## src/rtl/ov7670_capture_win.sv

```systemverilog
// OV7670 capture engine: assembles byte pairs into pixels, crops/decimates a fixed window,
// optionally converts to grayscale and writes the frame linearly into a frame buffer.
module ov7670_capture_win #(
    parameter int DATA_WIDTH  = 8,
    parameter int IMG_WIDTH   = 320,
    parameter int IMG_HEIGHT  = 240,
    parameter int CROP_WIDTH  = 176,
    parameter int CROP_HEIGHT = 240,
    parameter int X_OFFSET    = 72,
    parameter int Y_OFFSET    = 0,
    parameter int DECIM       = 1,
    parameter int OUT_PIXELS  = (CROP_WIDTH / DECIM) * (CROP_HEIGHT / DECIM),
    parameter int ADDR_WIDTH  = $clog2(OUT_PIXELS)
) (
    input  logic                  pclk,
    input  logic                  reset,
    input  logic                  href,
    input  logic                  vsync,
    input  logic [DATA_WIDTH-1:0] data,
    input  logic                  gray_mode,
    input  logic                  continuous,
    input  logic                  arm,
    output logic                  we,
    output logic [ADDR_WIDTH-1:0] wAddr,
    output logic [15:0]           wData,
    output logic                  busy,
    output logic                  frame_done,
    output logic                  frame_err
);

    localparam int COL_W = $clog2(IMG_WIDTH + 1);
    localparam int ROW_W = $clog2(IMG_HEIGHT + 1);
    localparam int CNT_W = $clog2(OUT_PIXELS + 1);

    localparam logic [COL_W-1:0] X_LO   = COL_W'(X_OFFSET);
    localparam logic [COL_W-1:0] X_HI   = COL_W'(X_OFFSET + CROP_WIDTH);
    localparam logic [COL_W-1:0] COL_MX = COL_W'(IMG_WIDTH);
    localparam logic [COL_W-1:0] XMASK  = COL_W'(DECIM - 1);
    localparam logic [ROW_W-1:0] Y_LO   = ROW_W'(Y_OFFSET);
    localparam logic [ROW_W-1:0] Y_HI   = ROW_W'(Y_OFFSET + CROP_HEIGHT);
    localparam logic [ROW_W-1:0] ROW_MX = ROW_W'(IMG_HEIGHT);
    localparam logic [ROW_W-1:0] YMASK  = ROW_W'(DECIM - 1);
    localparam logic [CNT_W-1:0] OUT_C  = CNT_W'(OUT_PIXELS);

    typedef enum logic [1:0] {IDLE, WAIT_FRAME, CAPTURE} state_t;

    state_t                state;
    logic                  vsync_d, href_d;
    logic                  phase;
    logic [DATA_WIDTH-1:0] hi;
    logic [COL_W-1:0]      col;
    logic [ROW_W-1:0]      row;
    logic [CNT_W-1:0]      cnt;
    logic                  gray_lat;

    logic                  vld_p1;
    logic [ADDR_WIDTH-1:0] waddr_p1;
    logic [15:0]           wdata_p1;
    logic                  busy_p1, done_p1, err_p1;

    // Luma approximation: channels widened to 8 bits by replicating their MSBs, weights sum to 256.
    function automatic logic [7:0] rgb565_to_gray(input logic [15:0] p);
        logic [15:0] r8, g8, b8, acc;
        r8  = {8'd0, p[15:11], p[15:13]};
        g8  = {8'd0, p[10:5],  p[10:9]};
        b8  = {8'd0, p[4:0],   p[4:2]};
        acc = 16'd77 * r8 + 16'd150 * g8 + 16'd29 * b8;
        return acc[15:8];
    endfunction

    logic             frame_start, frame_end;
    logic [15:0]      pix_p0;
    logic [COL_W-1:0] col_rel;
    logic [ROW_W-1:0] row_rel;
    logic             keep_p0;

    // Stage p0: pixel assembly and window decision on the second byte
    always_comb begin
        frame_start = vsync_d & ~vsync;
        frame_end   = ~vsync_d & vsync;
        pix_p0      = 16'({hi, data});
        col_rel     = col - X_LO;
        row_rel     = row - Y_LO;
        keep_p0     = (col >= X_LO) && (col < X_HI) &&
                      (row >= Y_LO) && (row < Y_HI) &&
                      ((col_rel & XMASK) == '0) && ((row_rel & YMASK) == '0) &&
                      (cnt < OUT_C);
    end

    always_ff @(posedge pclk or posedge reset) begin
        if (reset) begin
            state    <= IDLE;
            vsync_d  <= 1'b0;
            href_d   <= 1'b0;
            phase    <= 1'b0;
            hi       <= '0;
            col      <= '0;
            row      <= '0;
            cnt      <= '0;
            gray_lat <= 1'b0;
            vld_p1   <= 1'b0;
            waddr_p1 <= '0;
            wdata_p1 <= '0;
            busy_p1  <= 1'b0;
            done_p1  <= 1'b0;
            err_p1   <= 1'b0;
        end else begin
            vsync_d <= vsync;
            href_d  <= href;
            vld_p1  <= 1'b0;
            done_p1 <= 1'b0;
            err_p1  <= 1'b0;

            case (state)
                IDLE: begin
                    if (arm || continuous) begin
                        state   <= WAIT_FRAME;
                        busy_p1 <= 1'b1;
                    end
                end
                WAIT_FRAME: begin
                    if (frame_start)
                        state <= CAPTURE;
                end
                CAPTURE: begin
                    if (frame_end) begin
                        done_p1 <= 1'b1;
                        err_p1  <= (cnt < OUT_C);
                        if (continuous) begin
                            state <= WAIT_FRAME;
                        end else begin
                            state   <= IDLE;
                            busy_p1 <= 1'b0;
                        end
                    end
                end
                default: begin
                    state   <= IDLE;
                    busy_p1 <= 1'b0;
                end
            endcase

            // Stage p1: counters advance, kept pixels are registered onto the write port
            if (frame_start) begin
                col      <= '0;
                row      <= '0;
                phase    <= 1'b0;
                cnt      <= '0;
                gray_lat <= gray_mode;
            end else begin
                if (href) begin
                    phase <= ~phase;
                    if (!phase) begin
                        hi <= data;
                    end else begin
                        if (col != COL_MX)
                            col <= col + 1'b1;
                        if (keep_p0 && state == CAPTURE) begin
                            vld_p1   <= 1'b1;
                            waddr_p1 <= cnt[ADDR_WIDTH-1:0];
                            wdata_p1 <= gray_lat ? {8'h00, rgb565_to_gray(pix_p0)} : pix_p0;
                            cnt      <= cnt + 1'b1;
                        end
                    end
                end else begin
                    col   <= '0;
                    phase <= 1'b0;
                end
                if (state == CAPTURE && href_d && !href && row != ROW_MX)
                    row <= row + 1'b1;
            end
        end
    end

    assign we         = vld_p1;
    assign wAddr      = waddr_p1;
    assign wData      = wdata_p1;
    assign busy       = busy_p1;
    assign frame_done = done_p1;
    assign frame_err  = err_p1;

endmodule

```

## config.mk

```make
export PLATFORM = sky130hd
export DESIGN_NAME = ov7670_capture_win
export DESIGN_NICKNAME = d
export VERILOG_FILES = /design/src/rtl/ov7670_capture_win.sv
export SDC_FILE = /design/constraint.sdc
export NUM_CORES = 1
export LEC_CHECK = 0
export CAP_MARGIN = 10
export CORE_ASPECT_RATIO = 1.25
export CORE_UTILIZATION = 29
export DETAILED_ROUTE_END_ITERATION = 8
export PLACE_DENSITY = 0.51
export SYNTH_ARGS = -nofsm -noshare
export SYNTH_HDL_FRONTEND = slang
export SYNTH_SLANG_ARGS = --single-unit
```

## constraint.sdc

```tcl
create_clock -name pclk -period 7.5 [get_ports pclk]
set_input_delay 1.5 -clock pclk [delete_from_list [all_inputs] [get_ports pclk]]
set_output_delay 1.5 -clock pclk [all_outputs]
set_load 0.01 [all_outputs]
```

==> metrics.csv <==
metric;value;unit
Inserted Diodes;0;
library cells used by synthesis;43;
Main synth FF type;dfrtp_1;
Hold Buf Count CTS;0;
fraction of registers with async set/reset;1.00;
post-route cell area;0.00806;mm2
Tot GR Track Use;0.139;
fin crit share;0.964;
Post-DP Area;0.00763;mm2
1st-pass router iterations;4;
via count;4803;
PortBufs;50;
Largest stage delay, worst path;0.52;ns
Post-synth EDFFs;0;
HP Class;flip-flop to flip-flop;
WS Path Type;input pin to flip-flop;
Final Max Tran Viols;0;
post-synth top area share;0.314;
Clock Sinks;83;
count of final hold-check violations;0;
Worst EP required;7.72;ns
final setup fails;0;
crit path launch type;input pin;
Slowest cell on crit path;fa_1;
Area Growth Syn to Fin;21.9;%
max-cap violations;0;
clk slew on worst S/H paths;0.06;ns
# H-tree levels;3;
post-layout min period;7.23;ns
Worst-Margin Slew;1.08;ns
I/O pin count;51;
first-pass GRT wire length;24900;um
TritonCTS clock tree;done;
Starting Density;0.297;
GPL Wtd Cong;0.847;
initial antenna violation count;0;
CP delay by family, top;adder cells;
CTS root buf;clkbuf_16;
dpl hpwl;11300;um
die height;171;um
ranking of synthesized cells by area;dfrtp_1 (31%), ha_1 (17%), fa_1 (16%), inv_1 (6.1%), nand2_1 (4.7%);
wire per inst;14.1;um
syn avg cell area;9.70;um2
Remaining DRCs;0;
total gr overflow;0;
yosys warns;0;
Crit. End Element;flip-flop;
CTS Buf Count;9;
leading area contributor after synthesis;dfrtp_1;
crit-path cells;clkdlybuf4s50_1, ha_1, ha_1, inv_1, fa_1, fa_1, inv_2, ha_4, xnor2_4, fa_1, fa_1, inv_1, fa_1, fa_1, inv_1, ha_1, nand2_1, nor2_1, a211oi_2, o21ai_2, a211o_1, o31ai_2, xnor2_1, o21ai_1;
RSZ-0062 raised after global routing;false;
# rows;61;
Die ar.;0.0234;mm2
outcome;complete, no violations;
Layout Nets;918;
drt initial violations;227;
CORE AREA;0.0223;mm2
synthesis-stage register bit count;83;
Post-Route WL;14800;um
share of layout cells above drive strength 1;0.0927;
top-count cell post-synth;inv_1;
Bufs and invs on worst path;5;
worst-path fanout max;4;
top post-synthesis cells by count;inv_1 (108), ha_1 (88), dfrtp_1 (83);
max_slew headroom;0.279;
Clock Latency Late Sink;0.35;ns
vias in the first global route;4917;
CP dominant cell by count;fa_1;
Syn Inst Count;682;
largest net degree at the start of global routing;84;
Post-Syn Area;0.00661;mm2
die width;137;um
vias per inst;4.58;
post-route ant nets;0;
Clock Tree Buf Depth;2;
CP Data Arrival Time;7.45;ns
Syn Nets;839;
FMAX;138;MHz
sequential-to-total area share from yosys stat;0.314;
clock skew;0.00759;ns
kinds of logic after synthesis:
logic type      count (synthesis)  share of synthesized area
simple gates                  195                      0.138
fa+ha+maj                     142                      0.330
buf+inv                       120                     0.0687
compound gates                 93                     0.0821
flops                          83                      0.314
xor+xnor                       40                     0.0530
mux                             9                     0.0142
sequential cells by signal, summed over array words and instances (netlist names):
signal	flops
frame_err	1
vsync_d	1
frame_done	1
wData	16
col	9
cnt	16
state	2
wAddr	16
busy	1
gray_lat	1
row	8
href_d	1
hi	8
we	1
phase	1
routing by layer:
metal,share of wire,up-vias,GRT usage
met4,0.010,0,0.0363
li1,-,2394,-
met2,0.49,62,0.238
met3,0.026,12,0.0199
met5,0,-,0
met1,0.47,2335,0.183
cell usage in the layout, fill, tap and decap left out, drive strengths merged, types with 3 or more instances in the layout:
cell type      instances
a211oi                 4
a21oi                 29
and3                   5
buf                   30
clkbuf                10
clkdlybuf4s50         49
clkinvlp               3
dfrtp                 83
fa                    54
ha                    88
inv                  109
mux2                   3
mux2i                  6
nand2                 83
nand2b                 6
nand3                 11
nand4                 12
nor2                  51
nor2b                  7
nor3                   4
nor3b                  4
o21a                   3
o21ai                 33
o21bai                 3
o22ai                  3
o31ai                  8
or3                    9
xnor2                 20
xor2                  20
path summary, 6_finish.rpt:
path	start	to	slack [ns]	cells after the start
worst max-delay path	data[7]	wData[7]	0.27	24
worst min-delay path	wAddr[3]	wAddr[3]	0.47	2
worst max register to register	hi[0]	wData[7]	1.39	27
worst min register to register	wAddr[3]	wAddr[3]	0.47	2
max in group asynchronous	reset	wData[5]	4.99	3
min in group asynchronous	reset	wAddr[4]	1.83	3
timing repair:
item	4_1_cts	5_1_grt
pin swaps	3	26
endpoints found under the setup margin	6	5
setup buffers	0	2
gates resized for setup	8	15
gates cloned	0	0
worst register-to-register path, stage by stage, from the launching register on:
cell	delay (ns)
dfrtp_1	0.41
ha_1	0.30
ha_1	0.27
ha_1	0.27
inv_1	0.05
fa_1	0.50
inv_1	0.06
ha_4	0.29
o21ai_1	0.08
nor2_1	0.15
o21a_1	0.16
nor2_2	0.04
xnor2_1	0.12
ha_1	0.30
fa_1	0.48
inv_1	0.05
fa_1	0.46
fa_1	0.50
inv_2	0.05
ha_4	0.24
nand2_1	0.06
nor2_1	0.05
a211oi_2	0.17
o21ai_2	0.12
a211o_1	0.33
o31ai_2	0.25
xnor2_1	0.15
o21ai_1	0.08
area by class of cell:
cell class	instances	area (um2)
timing repair buffer	80	728
multi-input combinational	479	4190
sequential	83	2080
clock buffer	10	239
clock inverter	6	70.1
inverter	108	407
fill	2292	14200
tap	283	354
through the flow:
step	setup WS, ns	hold WS, ns	instances	util	setup TNS, ns
floorplan	0.182	0.462	682	-	0
global placement	-0.533	0.461	1031	0.342	-2.57
detailed placement	-0.575	0.467	1031	0.342	-2.94
CTS	0.0254	0.483	1047	0.358	0
global route	0.00645	0.502	1049	0.362	0
finish	0.268	0.474	1049	0.362	0
Power is left out: the tool's default activity adds up to more than one toggle a clock period on the data nets, which glitch-free logic cannot reach.
